**config.mk**
```make
export PLATFORM = sky130hd
export DESIGN_NAME = mem_access_sequencer
export DESIGN_NICKNAME = d
export VERILOG_FILES = /design/src/rtl/mem_access_sequencer.sv
export SDC_FILE = /design/constraint.sdc
export NUM_CORES = 1
export LEC_CHECK = 0
export CAP_MARGIN = 20
export CORE_UTILIZATION = 46
export CTS_CLUSTER_SIZE = 40
export DETAILED_ROUTE_END_ITERATION = 10
export PLACE_DENSITY = 0.84
export SLEW_MARGIN = 5
export SYNTH_ARGS = -nofsm -noshare
export SYNTH_HDL_FRONTEND = slang
export SYNTH_SLANG_ARGS = --single-unit
```
**constraint.sdc**
```tcl
create_clock -name clk -period 3.7 [get_ports clk]
set_input_delay 0.555 -clock clk [delete_from_list [all_inputs] [get_ports clk]]
set_output_delay 0.555 -clock clk [all_outputs]
set_load 0.005 [all_outputs]
```
**src/rtl/mem_access_sequencer.sv**
```systemverilog
`default_nettype none
// ============================================================================
// Module   : mem_access_sequencer
// Brief    : Multicycle load/store sequencer. Steps memory read, MDR latch,
//            LoadStore execute and memory write phases for one request at a
//            time, with read-modify-write for sub-word stores and early
//            rejection of misaligned or illegal operations.
// Revision : 1.0 - initial release
// ============================================================================
module mem_access_sequencer #(
    parameter int MEM_LATENCY = 1
) (
    input  logic        clk,
    input  logic        reset,
    input  logic        start,
    input  logic [2:0]  op,
    input  logic [31:0] addr,
    output logic [31:0] mem_addr,
    output logic        mem_wr,
    output logic        mdr_load,
    output logic [2:0]  ls_control,
    output logic        reg_wr,
    output logic        busy,
    output logic        done,
    output logic        error
);

    typedef enum logic [2:0] {
        S_IDLE  = 3'd0,
        S_READ  = 3'd1,
        S_LATCH = 3'd2,
        S_EXEC  = 3'd3,
        S_WRITE = 3'd4,
        S_DONE  = 3'd5,
        S_ERR   = 3'd6
    } state_t;

    localparam logic [3:0] c_LAT_M1 = 4'(MEM_LATENCY - 1);
    localparam logic [2:0] c_OP_LW  = 3'b001;
    localparam logic [2:0] c_OP_LH  = 3'b010;
    localparam logic [2:0] c_OP_LB  = 3'b011;
    localparam logic [2:0] c_OP_SW  = 3'b100;
    localparam logic [2:0] c_OP_SH  = 3'b101;

    state_t      r_state;
    state_t      w_next;
    logic [2:0]  r_op;
    logic [31:2] r_addr;
    logic [3:0]  r_cnt;
    logic        r_mem_wr;
    logic        r_mdr_load;
    logic [2:0]  r_ls;
    logic        r_reg_wr;
    logic        r_busy;
    logic        r_done;
    logic        r_error;

    logic        w_accept;
    logic        w_req_bad;
    logic        w_op_load;
    logic [2:0]  w_ls_src;

    // Request qualification: illegal opcodes and word/halfword misalignment
    assign w_accept  = (r_state == S_IDLE) && start;
    assign w_req_bad = (op == 3'b000) || (op == 3'b111)
                     || (((op == c_OP_LW) || (op == c_OP_SW)) && (addr[1:0] != 2'b00))
                     || (((op == c_OP_LH) || (op == c_OP_SH)) && addr[0]);
    assign w_op_load = (r_op == c_OP_LW) || (r_op == c_OP_LH) || (r_op == c_OP_LB);
    // sw goes straight from IDLE to EXEC, so op_q is not yet valid on that edge
    assign w_ls_src  = w_accept ? op : r_op;

    // Next-state selection for the access phases
    always_comb begin
        w_next = r_state;
        case (r_state)
            S_IDLE: begin
                if (start) begin
                    if (w_req_bad)
                        w_next = S_ERR;
                    else if (op == c_OP_SW)
                        w_next = S_EXEC;
                    else
                        w_next = S_READ;
                end
            end
            S_READ:  if (r_cnt == 4'd0) w_next = S_LATCH;
            S_LATCH: w_next = S_EXEC;
            S_EXEC:  w_next = w_op_load ? S_DONE : S_WRITE;
            S_WRITE: w_next = S_DONE;
            S_DONE:  w_next = S_IDLE;
            S_ERR:   w_next = S_IDLE;
            default: w_next = S_IDLE;
        endcase
    end

    // State, captured request, latency counter and registered Moore outputs
    always_ff @(posedge clk) begin
        if (!reset) begin
            r_state    <= S_IDLE;
            r_op       <= 3'b000;
            r_addr     <= '0;
            r_cnt      <= 4'd0;
            r_mem_wr   <= 1'b0;
            r_mdr_load <= 1'b0;
            r_ls       <= 3'b000;
            r_reg_wr   <= 1'b0;
            r_busy     <= 1'b0;
            r_done     <= 1'b0;
            r_error    <= 1'b0;
        end else begin
            r_state <= w_next;
            if (w_accept) begin
                r_op   <= op;
                r_addr <= addr[31:2];
            end
            if ((w_next == S_READ) && (r_state != S_READ))
                r_cnt <= c_LAT_M1;
            else if ((r_state == S_READ) && (r_cnt != 4'd0))
                r_cnt <= r_cnt - 4'd1;
            r_mem_wr   <= (w_next == S_WRITE);
            r_mdr_load <= (w_next == S_LATCH);
            r_ls       <= (w_next == S_EXEC) ? w_ls_src : 3'b000;
            r_reg_wr   <= (w_next == S_DONE) && w_op_load;
            r_busy     <= (w_next != S_IDLE);
            r_done     <= (w_next == S_DONE) || (w_next == S_ERR);
            r_error    <= (w_next == S_ERR);
        end
    end

    assign mem_addr   = {r_addr, 2'b00};
    assign mem_wr     = r_mem_wr;
    assign mdr_load   = r_mdr_load;
    assign ls_control = r_ls;
    assign reg_wr     = r_reg_wr;
    assign busy       = r_busy;
    assign done       = r_done;
    assign error      = r_error;

endmodule
`default_nettype wire

```
# Word level (Yosys, flattened, before mapping)
# Cells that the tools add are included.
op_classes:
  n_addsub: 1
  n_eq_ne: 19
  n_mux: 7
  bitwise: 1
  n_reduce_logical: 22
ops:
  columns: ["op", "count"]
  rows:
  - ["3-bit by 2-bit == test with 1-bit output (second input constant)", 7]
  - ["3-bit == test (second input constant)", 7]
  - ["3-bit one-hot mux with 5 select lines", 1]
  - ["3-bit by 1-bit == test with 1-bit output (second input constant)", 4]
  - ["3-bit two-way mux", 4]
  - ["1-bit logical OR", 8]
  - ["1-bit logical AND", 6]
  - ["3-bit logical NOT", 2]
  - ["4-bit logical NOT", 1]
  - ["4-bit nonzero test", 1]
  - ["4-bit by 1-bit subtractor with 4-bit output (second input constant)", 1]
  - ["3-bit by 1-bit != test with 1-bit output (second input constant)", 1]
  - ["3-bit nonzero test", 1]
  - ["2-bit two-way mux", 1]
  - ["2-bit AND reduction", 1]
  - ["2-bit nonzero test", 1]
  - ["2-bit OR reduction", 1]
  - ["1-bit two-way mux", 1]
  - ["1-bit NOT", 1]
word_totals:
  ff_bits: 49
  input_bits: 38
  out_inout_bits: 41
  word_cells: 61

# Depth between registers and ports, before layout
depth:
  word_depth: 11
  mapped_depth: 7

# Worst setup path before layout
# No wires, ideal clock.
synth_timing:
  kind: "input port to flip-flop"
  startpoint: "input start"
  endpoint: "register r_busy, in the netlist busy"
  arrival_ps: 1977
  t_required_ps: 3575
  path_slack_ps: 1598
  cell_stages: 6
  n_path_buf: 1
  cell_sequence: "or4b_1 buf_2 a31o_4 a21oi_4 nor2_2 o41a_1"
synth_via:
  elab_chain_len: 3
synth_rtl:
  columns: ["item", "line", "rtl"]
  rows:
  - ["start: declaration", "15", "input logic start,"]
  - ["3-bit two-way mux", "77", "if (start) begin"]
  - ["3-bit one-hot mux with 5 select lines", "75", "case (r_state)"]
  - ["3-bit nonzero test", "124", "r_busy <= (w_next != S_IDLE);"]
  - ["end signal: assignment", "124", null]
  - ["end: declaration", "54", "logic r_busy;"]
# Every way passes these cells.
# A chain may end at the register's enable or synchronous reset.

# Worst setup path after layout
layout_timing:
  startpoint: "input op[2]"
  endpoint: "register r_cnt[3]"
layout_via:
  elab_chain_len: 11
  word_cells_on_any_way: 20
  cone_classes: "eq/ne (6); mux (4); reduce/logical (10)"
layout_rtl:
  columns: ["item", "line", "rtl"]
  rows:
  - ["start: declaration", "16", "input logic [2:0] op,"]
  - ["3-bit by 1-bit == test with 1-bit output / 3-bit == test (equally long branches)", "66, 80", null]
  - ["1-bit logical OR", "66", "|| (((op == c_OP_LW) || (op == c_OP_SW)) && (addr[1:0] != 2'b00))"]
  - ["1-bit logical AND", "66", null]
  - ["1-bit logical OR", "66", null]
  - ["1-bit logical OR", "67", "|| (((op == c_OP_LH) || (op == c_OP_SH)) && addr[0]);"]
  - ["3-bit two-way mux (*)", "78", "if (w_req_bad)"]
  - ["3-bit two-way mux (*)", "77", null]
  - ["3-bit one-hot mux with 5 select lines (*)", "75", null]
  - ["3-bit by 1-bit == test with 1-bit output (*)", "116", "if ((w_next == S_READ) && (r_state != S_READ))"]
  - ["1-bit logical AND (*)", "116", null]
  - ["2-bit OR reduction (no line) (*)", null, null]
  - ["end signal: assignment", "117", "r_cnt <= c_LAT_M1;"]
  - ["end signal: assignment", "119", "r_cnt <= r_cnt - 4'd1;"]
  - ["end: declaration", "49", "logic [3:0] r_cnt;"]
# Every way passes the cells marked *; elsewhere a longest branch is shown, timed or not.

==> results.md <==
* Adder-Cell Fraction of Synth Area at 0.635%
* Post-synthesis sequential area ratio at 49.7%
* Clock transition at path regs at 0.09 ns
* First-pass GRT wire length at 7060 um
* Compound-gate portion of the synthesized area at 19.1%
* Slew HR at 54.4%
* DP Wirelength at 3080 um
* Part of the cycle the worst path needs at 64.4%
* Synth top area share at 49.7%
* Hold Slack at 0.463 ns
* Setup_tns at 0 ns
* GR Overflow Total at 0
* Syn Area/Cell at 8.84 um^2
* N_diodes at 0
* Pre-CTS WS at 0.968 ns
* Area delta synth->final at 45.9%
* Core region area at 4060 um^2
* Unrepaired setup endpoints after global routing: false
* Pint at 1.07 mW
* RePlAce Congestion at 0.924
* Detail Route Antenna Nets at 0
* Max Cap Viol at 0
* Clock Sinks at 49
* Layout Skew at 0.00894 ns
* Yosys reg bits at 49
* CTS resizes at 0
* Via count at 1697
* Iter 0 DRT Violations at 55
* Post-route cell area at 2880 um^2
* DR WL/cell at 12.4 um
* Initial core utilization at 48.6%
* CTS H-tree lvls at 2
* Combinational share of power at 30.7%
* Psw at 0.445 mW
* GRT Overall Usage at 21.2%
* CTS tree: done
* Placed cell area at 2760 um^2
* Crit start category: primary input
* Largest family of logic cells by synthesized area: simple AND/OR/NAND/NOR gates
* Vias in the first global route at 1526
* P_leak at 1.06 nW
* Synth area leader: dfxtp_1
* CTS root buf: clkbuf_8
* Sequential share of power at 43.3%
* DR vias/cell at 4.90
* Outcome: completed
* CTS buffer count at 5
* Clk Latency, worst-skew pair at 0.30 ns
* # rows at 23
* Final setup viols at 0
* Clock power frac at 26.0%
* Final hold vios at 0
* Post-CTS setup buffers at 0
* Top cells by count, synth: nand2_1, dfxtp_1, a21boi_0
* EDFF count, synth at 0
* Worst Tran Pin Value at 0.674 ns
* Post-synthesis cell count at 223
* Synth Warn # at 0
* Pwr Density at 528 nW/um^2
* Mux share of post-synthesis cell area at 1.02%
* Top FF cell, synth: dfxtp_1
* Fraction of layout cells with a size suffix above 1 at 5.74%
* Finished Core Util at 70.9%
* Worst setup path class: primary input to flip-flop
* Antenna violations before repair at 0
* Critical path peak fanout at 10
* Fin crit period at 2.38 ns
* Io pins at 79
* Total Die Area at 4550 um^2
* Setup slack after layout at 1.32 ns
* Worst Path Required at 3.87 ns
* Top cells by area, synth: dfxtp_1, nand2_1, a21boi_0, clkbuf_1, nor3b_1
* Total Wirelength at 4300 um
* Crit path arrival time at 2.55 ns
* Largest net degree at the start of global routing at 34
* Min-delay worst type: flip-flop to flip-flop
* Async SR Flop Fraction at 0%
* Max Fclk at 420 MHz
* Setup crit end kind: flip-flop
* Port Buffers at 76
* Xor/xnor share of the synthesized area at 0.888%
* Simple-gate share of the synthesized area at 24.4%
* Final #Nets at 334
* # DRC at 0
* Most common cell in the netlist: nand2_1
* Longest Clk Path Bufs at 2
* Cell area after synthesis at 1970 um^2
* Switch share at 29.3%
* Slew Viols, Final at 0
* First-pass DRT Iterations at 4
* Number of distinct library cells after synthesis at 34
* Die Width at 67.5 um
* Die Y at 67.5 um
* Hold-fix buffers, CTS at 0
* Worst VDD drop at 0.244 mV
[final timing paths]
kind	from	endpoint	slack, ns	depth (start not counted)
max reg2reg	r_cnt[0]$_SDFFE_PP0P_	r_cnt[3]$_SDFFE_PP0P_	1.44	7
max	op[2]	r_cnt[3]$_SDFFE_PP0P_	1.32	6
min	r_addr[2]$_SDFFE_PN0P_	r_addr[2]$_SDFFE_PN0P_	0.46	2
min reg2reg	r_addr[2]$_SDFFE_PN0P_	r_addr[2]$_SDFFE_PN0P_	0.46	2
[cell usage in the layout, fill, tap and decap left out, drive strengths merged, types with 2 or more instances in the layout]
| master | Yosys | layout |
|---|---|---|
| a21boi | 33 | 33 |
| a21oi | 4 | 4 |
| and2 | 2 | 2 |
| and3 | 3 | 3 |
| buf | 5 | 3 |
| clkbuf | 10 | 7 |
| clkdlybuf4s50 | 0 | 76 |
| conb | 1 | 2 |
| dfxtp | 49 | 49 |
| inv | 3 | 3 |
| mux2i | 2 | 2 |
| nand2 | 69 | 69 |
| nor2 | 9 | 9 |
| nor2b | 5 | 5 |
| nor3b | 5 | 5 |
| nor4b | 4 | 4 |
| o21ai | 3 | 3 |
| xnor2 | 2 | 2 |
[logic make-up (layout without fill, tap and decap cells)]
kind of cell	after synthesis	in the layout
xor+xnor	2	2
simple gates	103	103
fa+ha+maj	1	1
buf+inv	18	90
mux	2	2
other cells	1	2
compound gates	47	47
flops	49	49
[metal layers]
layer | GRT usage, % | up-vias | wire length, um
met5 | 0 | - | 0
met4 | 8.78 | 0 | 81
met3 | 8.95 | 8 | 351
met2 | 34.7 | 53 | 2080
met1 | 24.0 | 760 | 1790
li1 | - | 876 | -
[registers in the layout, indices dropped and copies added, names as in the netlist, 3 cells and up]
name	flops
r_addr	30
r_cnt	4
ls_control	3
r_op	3
r_state	3
[layout make-up]
cell class / instances / area, um^2
clock buffer: 7 / 86.3
timing repair buffer: 79 / 783
tap: 50 / 62.6
sequential: 49 / 981
multi-input combinational: 157 / 922
clock inverter: 1 / 30.0
fill: 333 / 1180
inverter: 3 / 11.3
[critical path, cell delays in order]
cell and delay [ns]:
clkdlybuf4s50_1 0.54, nor2b_1 0.07, nor4b_1 0.46, o22ai_4 0.17
nor4b_1 0.64, nor3b_1 0.11
[through the flow]
| step | total power [mW] | instances |
|---|---|---|
| after floorplan | 0.915 | 224 |
| after global placement | 1.13 | 338 |
| after detailed placement | 1.14 | 338 |
| after CTS | 1.54 | 346 |
| after global routing | 1.62 | 346 |
| final | 1.52 | 346 |
[power groups by stage]
stage	Combinational, mW	Sequential, mW	Clock, mW
after floorplan	0.257	0.659	0
after global placement	0.464	0.667	0
after detailed placement	0.471	0.671	0
after CTS	0.474	0.659	0.406
after global routing	0.521	0.670	0.428
final	0.467	0.658	0.395
Note: power is estimated with default switching activity, not from simulation.
